==> config.mk <==
export PLATFORM = sky130hd
export DESIGN_NAME = mod_en_reg
export DESIGN_NICKNAME = d
export VERILOG_FILES = /design/src/rtl/mod_reg_pkg.sv /design/src/rtl/en_reg.sv /design/src/rtl/mod_en_reg.sv
export SDC_FILE = /design/constraint.sdc
export NUM_CORES = 1
export LEC_CHECK = 0
export CAP_MARGIN = 20
export CORE_MARGIN = 2
export CORE_UTILIZATION = 40
export CTS_BUF_LIST = sky130_fd_sc_hd__clkbuf_8
export DETAILED_ROUTE_END_ITERATION = 10
export PLACE_DENSITY = 0.71
export SLEW_MARGIN = 20
export SYNTH_ARGS = -nofsm -noshare
export SYNTH_HDL_FRONTEND = slang
export SYNTH_HIERARCHICAL = 1
export SYNTH_SLANG_ARGS = --single-unit
==> constraint.sdc <==
create_clock -name clk -period 4.3 [get_ports clk]
set_input_delay 0.86 -clock clk [delete_from_list [all_inputs] [get_ports clk]]
set_output_delay 0.86 -clock clk [all_outputs]
set_load 0.01 [all_outputs]
==> src/rtl/mod_reg_pkg.sv <==
// Shared types for the alarm-clock digit registers: the operation encoding
// and the priority decode that picks one operation per clock edge.
package mod_reg_pkg;

  typedef enum logic [2:0] {
    OP_HOLD,
    OP_CLR,
    OP_LD,
    OP_INC,
    OP_DEC
  } op_t;

  // CLR beats LD beats counting; INC and DEC together cancel to a hold.
  function automatic op_t decode_op(input logic en, input logic clr, input logic ld,
                                    input logic inc, input logic dec);
    op_t op;
    op = OP_HOLD;
    if (en) begin
      if (clr)             op = OP_CLR;
      else if (ld)         op = OP_LD;
      else if (inc && !dec) op = OP_INC;
      else if (dec && !inc) op = OP_DEC;
    end
    return op;
  endfunction

endpackage

==> src/rtl/en_reg.sv <==
// WIDTH-bit enabled register with asynchronous active-low clear to RESET_VAL.
module en_reg #(
  parameter int                WIDTH     = 4,
  parameter logic [WIDTH-1:0]  RESET_VAL = '0
) (
  input  logic             clk,
  input  logic             rst_ni,
  input  logic             en_i,
  input  logic [WIDTH-1:0] d_i,
  output logic [WIDTH-1:0] q_o
);

  logic [WIDTH-1:0] q_q;

  always_ff @(posedge clk or negedge rst_ni) begin
    if (!rst_ni)   q_q <= RESET_VAL;
    else if (en_i) q_q <= d_i;
  end

  assign q_o = q_q;

endmodule

==> src/rtl/mod_en_reg.sv <==
// Modulo-MODULUS digit register: clear, clamped load, wrapping up/down count,
// registered carry/borrow pulses, sticky load-range error and a cascade TC.
module mod_en_reg
  import mod_reg_pkg::*;
#(
  parameter int WIDTH     = 4,
  parameter int MODULUS   = 10,
  parameter int RESET_VAL = 0
) (
  input  logic             clk,
  input  logic             CLRN,
  input  logic             EN,
  input  logic             CLR,
  input  logic             LD,
  input  logic [WIDTH-1:0] D,
  input  logic             INC,
  input  logic             DEC,
  output logic [WIDTH-1:0] Q,
  output logic             TC,
  output logic             CO,
  output logic             BO,
  output logic             ERR
);

  generate
    if (MODULUS < 2 || MODULUS > (1 << WIDTH) || RESET_VAL < 0 || RESET_VAL >= MODULUS) begin : g_bad_param
      $error("mod_en_reg: illegal MODULUS/RESET_VAL for this WIDTH");
    end
  endgenerate

  localparam logic [WIDTH-1:0] MAX_Q = WIDTH'(MODULUS - 1);
  localparam logic [WIDTH-1:0] RST_Q = WIDTH'(RESET_VAL);
  // MODULUS itself may equal 2**WIDTH, so compares against it need the extra bit.
  localparam logic [WIDTH:0]   MOD_X = (WIDTH+1)'(MODULUS);

  op_t              op;
  logic [WIDTH-1:0] q_d;
  logic [WIDTH:0]   q_ext;
  logic [WIDTH:0]   inc_x;
  logic             at_max;
  logic             at_zero;
  logic             d_over;
  logic             co_d, bo_d, err_d;
  logic             co_q, bo_q, err_q;

  assign op      = decode_op(EN, CLR, LD, INC, DEC);
  assign q_ext   = {1'b0, Q};
  assign inc_x   = q_ext + (WIDTH+1)'(1);
  assign at_max  = (inc_x == MOD_X);
  assign at_zero = (Q == '0);
  assign d_over  = ({1'b0, D} >= MOD_X);

  always_comb begin
    q_d   = Q;
    co_d  = 1'b0;
    bo_d  = 1'b0;
    err_d = err_q;
    case (op)
      OP_CLR: begin
        q_d   = '0;
        err_d = 1'b0;
      end
      OP_LD: begin
        if (d_over) begin
          q_d   = MAX_Q;
          err_d = 1'b1;
        end else begin
          q_d = D;
        end
      end
      OP_INC: begin
        q_d  = at_max ? '0 : inc_x[WIDTH-1:0];
        co_d = at_max;
      end
      OP_DEC: begin
        q_d  = at_zero ? MAX_Q : Q - WIDTH'(1);
        bo_d = at_zero;
      end
      default: ;
    endcase
  end

  en_reg #(
    .WIDTH     (WIDTH),
    .RESET_VAL (RST_Q)
  ) u_store (
    .clk    (clk),
    .rst_ni (CLRN),
    .en_i   (EN),
    .d_i    (q_d),
    .q_o    (Q)
  );

  always_ff @(posedge clk or negedge CLRN) begin
    if (!CLRN) begin
      co_q  <= 1'b0;
      bo_q  <= 1'b0;
      err_q <= 1'b0;
    end else begin
      co_q  <= co_d;
      bo_q  <= bo_d;
      err_q <= err_d;
    end
  end

  // Terminal count looks only at this digit's inputs; the next digit's INC hangs off it.
  assign TC  = EN & INC & ~DEC & ~CLR & ~LD & at_max;
  assign CO  = co_q;
  assign BO  = bo_q;
  assign ERR = err_q;

endmodule

---- Yosys cells after proc, flatten, opt, wreduce, memory -nomap -nowiden ----
Cells that the tools add are included.
W data, S select, Z words.
storage, ports and cells
  register bits after elaboration ......... 7
  input port bits ......................... 11
cells by class
  $add $sub $neg .......................... 2
  order comparisons ....................... 1
  equal/unequal tests ..................... 6
  muxes and demuxes ....................... 13
  bitwise gates (word level) .............. 8
  reductions and logical operators ........ 9
operators by type and width
  cell                   number
  $pmux W4 S4            1
  $mux W3                5
  $mux W4                3
  $eq A3 B2 Y1 const B   2
  $add A4 B1 Y5 const B  1
  $and A1 B1 Y1          5
  $eq A5 B4 Y1 const B   1
  $ge A4 B4 Y1 const B   1
  $logic_not A4 Y1       1
  $reduce_and A2 Y1      2
  $reduce_bool A4 Y1     1
  $sub A4 B1 Y4 const B  1
  $eq A3 B1 Y1 const B   1
  $eq A3 B3 Y1 const B   1
  $mux W1                3
  $not A1 Y1             3
  $logic_and A1 B1 Y1    2
  $logic_not A1 Y1       2
  $ne A2 B2 Y1 const B   1
  $pmux W1 S2            1
  $reduce_bool A2 Y1     1

---- Longest topological paths before layout ----
  depth after elaboration ................. 10
  mapped depth ............................ 7
  depth with buffers taken out ............ 7

---- Hierarchy ----
Netlist, hierarchy kept.
by module, submodules not included
  module      times used  cells an instance  area each (µm²)
  mod_en_reg  1           59                 452.9
  en_reg      1           8                  145.1

---- Least setup slack after synthesis ----
Ideal clock, no wire load.
  kind .................................... input -> output
  start point ............................. input DEC
  end point ............................... output TC
  arrival ................................. 1.512 ns
  required time ........................... 3.440 ns
  path slack .............................. 1.928 ns
  stages .................................. 3
  buffers on the path ..................... 0
  path through ............................ and2b_1 and3_4 a21boi_1
between the ends
  longest elaborated chain between the ends .. 5
RTL lines
  element                     line               source
  start, declared             mod_en_reg.sv:17   input logic DEC,
  $not A1 Y1                  mod_en_reg.sv:107  assign TC = EN & INC & ~DEC & ~CLR & ~LD & at_max;
  $and A1 B1 Y1 (4 in a row)  mod_en_reg.sv:107
  end, declared               mod_en_reg.sv:19   output logic TC,
No other way between the ends.

---- Worst setup path after layout ----
  start point ............................. input EN
  end point ............................... output TC
between the ends
  longest elaborated chain between the ends .. 5
RTL lines
  element                     line               source
  start, declared             mod_en_reg.sv:12   input logic EN,
  $and A1 B1 Y1 (5 in a row)  mod_en_reg.sv:107
No other way between the ends.

==> impl_metrics.env <==
export IMPL_grt_max_degree=14
export IMPL_design_core_area_um2=1350
export IMPL_io_buffers=18
export IMPL_htree_levels=1
export IMPL_setup_viol=0
export IMPL_period_needed_ns=3.453
export IMPL_antenna_found_initial=0
export IMPL_ant_nets=0
export IMPL_drive_gt1_frac=0.1250
export IMPL_crit_path_end="TC"
export IMPL_hold_slack_ns=0.6008
export IMPL_n_antenna_cell=0
export IMPL_yosysSeqAreaShare=0.2929
export IMPL_reg2reg_depth=5
export IMPL_vias=606
export IMPL_crit_path_start_kind="input port"
export IMPL_worstPathMaxFanout=11
export IMPL_finClkSkew_ns=0.002490
export IMPL_die_x_um=42.67
export IMPL_slew_viol_final=0
export IMPL_status="finished clean"
export IMPL_clock_latency_ns=0.22
export IMPL_synthTopCellsByArea="dfrtp_1 29%, ha_1 8.4%, mux2_2 7.5%"
export IMPL_critPathLaunch="EN"
export IMPL_synth_nets=82
export IMPL_r2r_end="u_store/q_o[1]"
export IMPL_nNetsFinal=104
export IMPL_syn_inst=67
export IMPL_cts_sink_count=7
export IMPL_rsz0062_at_grt="false"
export IMPL_async_flop_share=1.000
export IMPL_hp_class="reg2reg"
export IMPL_wirelength_mm=1.600
export IMPL_place_congestion=0.8301
export IMPL_place_ws_ns=0.8691
export IMPL_cp_end_kind="output pin"
export IMPL_setup_ws_ns=0.8469
export IMPL_post_cts_buffers=0
export IMPL_cts_buffers=3
export IMPL_final_area_um2=837.1
export IMPL_ctsHoldBuffers=0
export IMPL_syn_area_per_cell_um2=8.926
export IMPL_synth_top_area_frac=0.2929
export IMPL_cap_violations=0
export IMPL_critPathRequiredTime_ns=3.44
export IMPL_yosys_area_top_type="dfrtp_1"
export IMPL_ios=19
export IMPL_drcViolationCount=0
export IMPL_first_iter_violations=14
export IMPL_total_power_uw=339.5
export IMPL_synth_seq_cells=7
export IMPL_r2r_slack_ns=2.32
export IMPL_synth_edf_count=0
export IMPL_hold_viol_final=0
export IMPL_dpl_cell_area_um2=792.0
export IMPL_ys_types=35
export IMPL_cts_root_buffer="clkbuf_8"
export IMPL_r2r_start="u_store/q_o[0]"
export IMPL_dieHeight_um=42.67
export IMPL_clkTransAtPathRegs_ns=0.04
export IMPL_peakVddDrop_uv=267.2
export IMPL_die_area_um2=1820
export IMPL_relSlewSlack=0.7066
export IMPL_period_share=0.8030
export IMPL_first_pass_iters=4
export IMPL_leakage_nw=0.3578
export IMPL_cts_path_max_buffers=2
export IMPL_avgViaCountPerCell=5.883
export IMPL_wl_per_cell_um=15.53
export IMPL_worst_ep_arrival_time_ns=2.59
export IMPL_grt_pass1_vias=620
export IMPL_p_per_area_nw_per_um2=405.6
export IMPL_grt_overflow=0
export IMPL_yosysWarningCount=6
export IMPL_tns_ns=0
export IMPL_grt_use_total=0.1961
export IMPL_syn_area_um2=598.1
export IMPL_start_util=0.4430
export IMPL_cts_tree="yes"
export IMPL_fmax_mhz=289.6
export IMPL_crit_type="in2out"
export IMPL_syn_to_final_growth_pct=39.96
export IMPL_grt_pass1_wl_mm=2.711
export IMPL_rows=13
export IMPL_cts_resized_gates=0
export IMPL_tightest_slew_ns=0.4344
export IMPL_synthFlopType="dfrtp_1"
export IMPL_dp_hpwl_mm=1.240
==> logic make-up (layout without fill, tap and decap cells) <==
logic type,Yosys count,in the layout,synth area share
fa+ha+maj,4,4,0.08369
buf+inv,4,25,0.02719
compound gates,19,19,0.2427
flops,7,7,0.2929
xor+xnor,1,1,0.01465
mux,4,4,0.07531
simple gates,28,28,0.2636
==> flip-flops by register name, indices dropped and copies added, names as in the netlist <==
name	flops
BO	1
u_store/q_o	4
ERR	1
CO	1
==> worst min-delay path by stage <==
stage	cells after the start	startpoint	endpoint
2_1_floorplan	0	CLRN	BO
3_3_place_gp	1	ERR	ERR
3_5_place_dp	1	ERR	ERR
4_1_cts	1	ERR	ERR
5_1_grt	1	ERR	ERR
6_report	1	ERR	ERR
==> metal layers <==
metal,GRT usage,part of all wire
met1,0.2520,0.44
met2,0.3364,0.50
met3,0.02553,0.054
met4,0.06250,0.011
met5,0,0
==> critical path, cell delays in order <==
cell             delay, ns
clkdlybuf4s50_1       0.72
and3_4                0.31
a21boi_1              0.16
clkdlybuf4s50_1       0.55
==> metrics by stage <==
| step | std cells | util |
|---|---|---|
| 2_1_floorplan | 67 | - |
| 3_3_place_gp | 99 | 0.5867 |
| 3_5_place_dp | 99 | 0.5867 |
| 4_1_cts | 103 | 0.6200 |
| 5_1_grt | 103 | 0.6200 |
| 6_report | 103 | 0.6200 |
==> report_power, final <==
group,internal (mW),switching (mW),total (mW)
Combinational,0.0770,0.0731,0.150
Sequential,0.0772,0.0242,0.101
Clock,0.0615,0.0265,0.0880
Total,0.216,0.124,0.339
==> placed cells by master (no fill, tap or decap), types with 3 or more instances in the layout <==
| cell type | Yosys | routed |
|---|---|---|
| a21oi_1 | 3 | 3 |
| nand2_1 | 3 | 3 |
| mux2_2 | 4 | 4 |
| nor3_1 | 3 | 3 |
| clkdlybuf4s50_1 | 0 | 18 |
| clkbuf_8 | 0 | 3 |
| inv_1 | 2 | 3 |
| nor2_1 | 7 | 7 |
| ha_1 | 4 | 4 |
| dfrtp_1 | 7 | 7 |
==> layout make-up <==
| class | instances | area [µm²] |
|---|---|---|
| inverters | 3 | 11.26 |
| repair buffers | 18 | 180.2 |
| fillers | 136 | 513.0 |
| well taps | 15 | 18.77 |
| flip-flops and latches | 7 | 175.2 |
| clock buffers | 3 | 41.29 |
| multi-input cells | 56 | 406.6 |
| clock inverters | 1 | 3.754 |
==> synth_stat cells, drive strengths merged (2+ instances only) <==
cell	n
nor3	3
ha	4
o21ai	2
a221o	2
inv	3
mux2	4
and3	3
nand2	3
a21boi	2
nand3	2
nand4	2
nor2	8
dfrtp	7
nand2b	2
a22oi	2
a21oi	3
(Power assumes the default switching activity.)
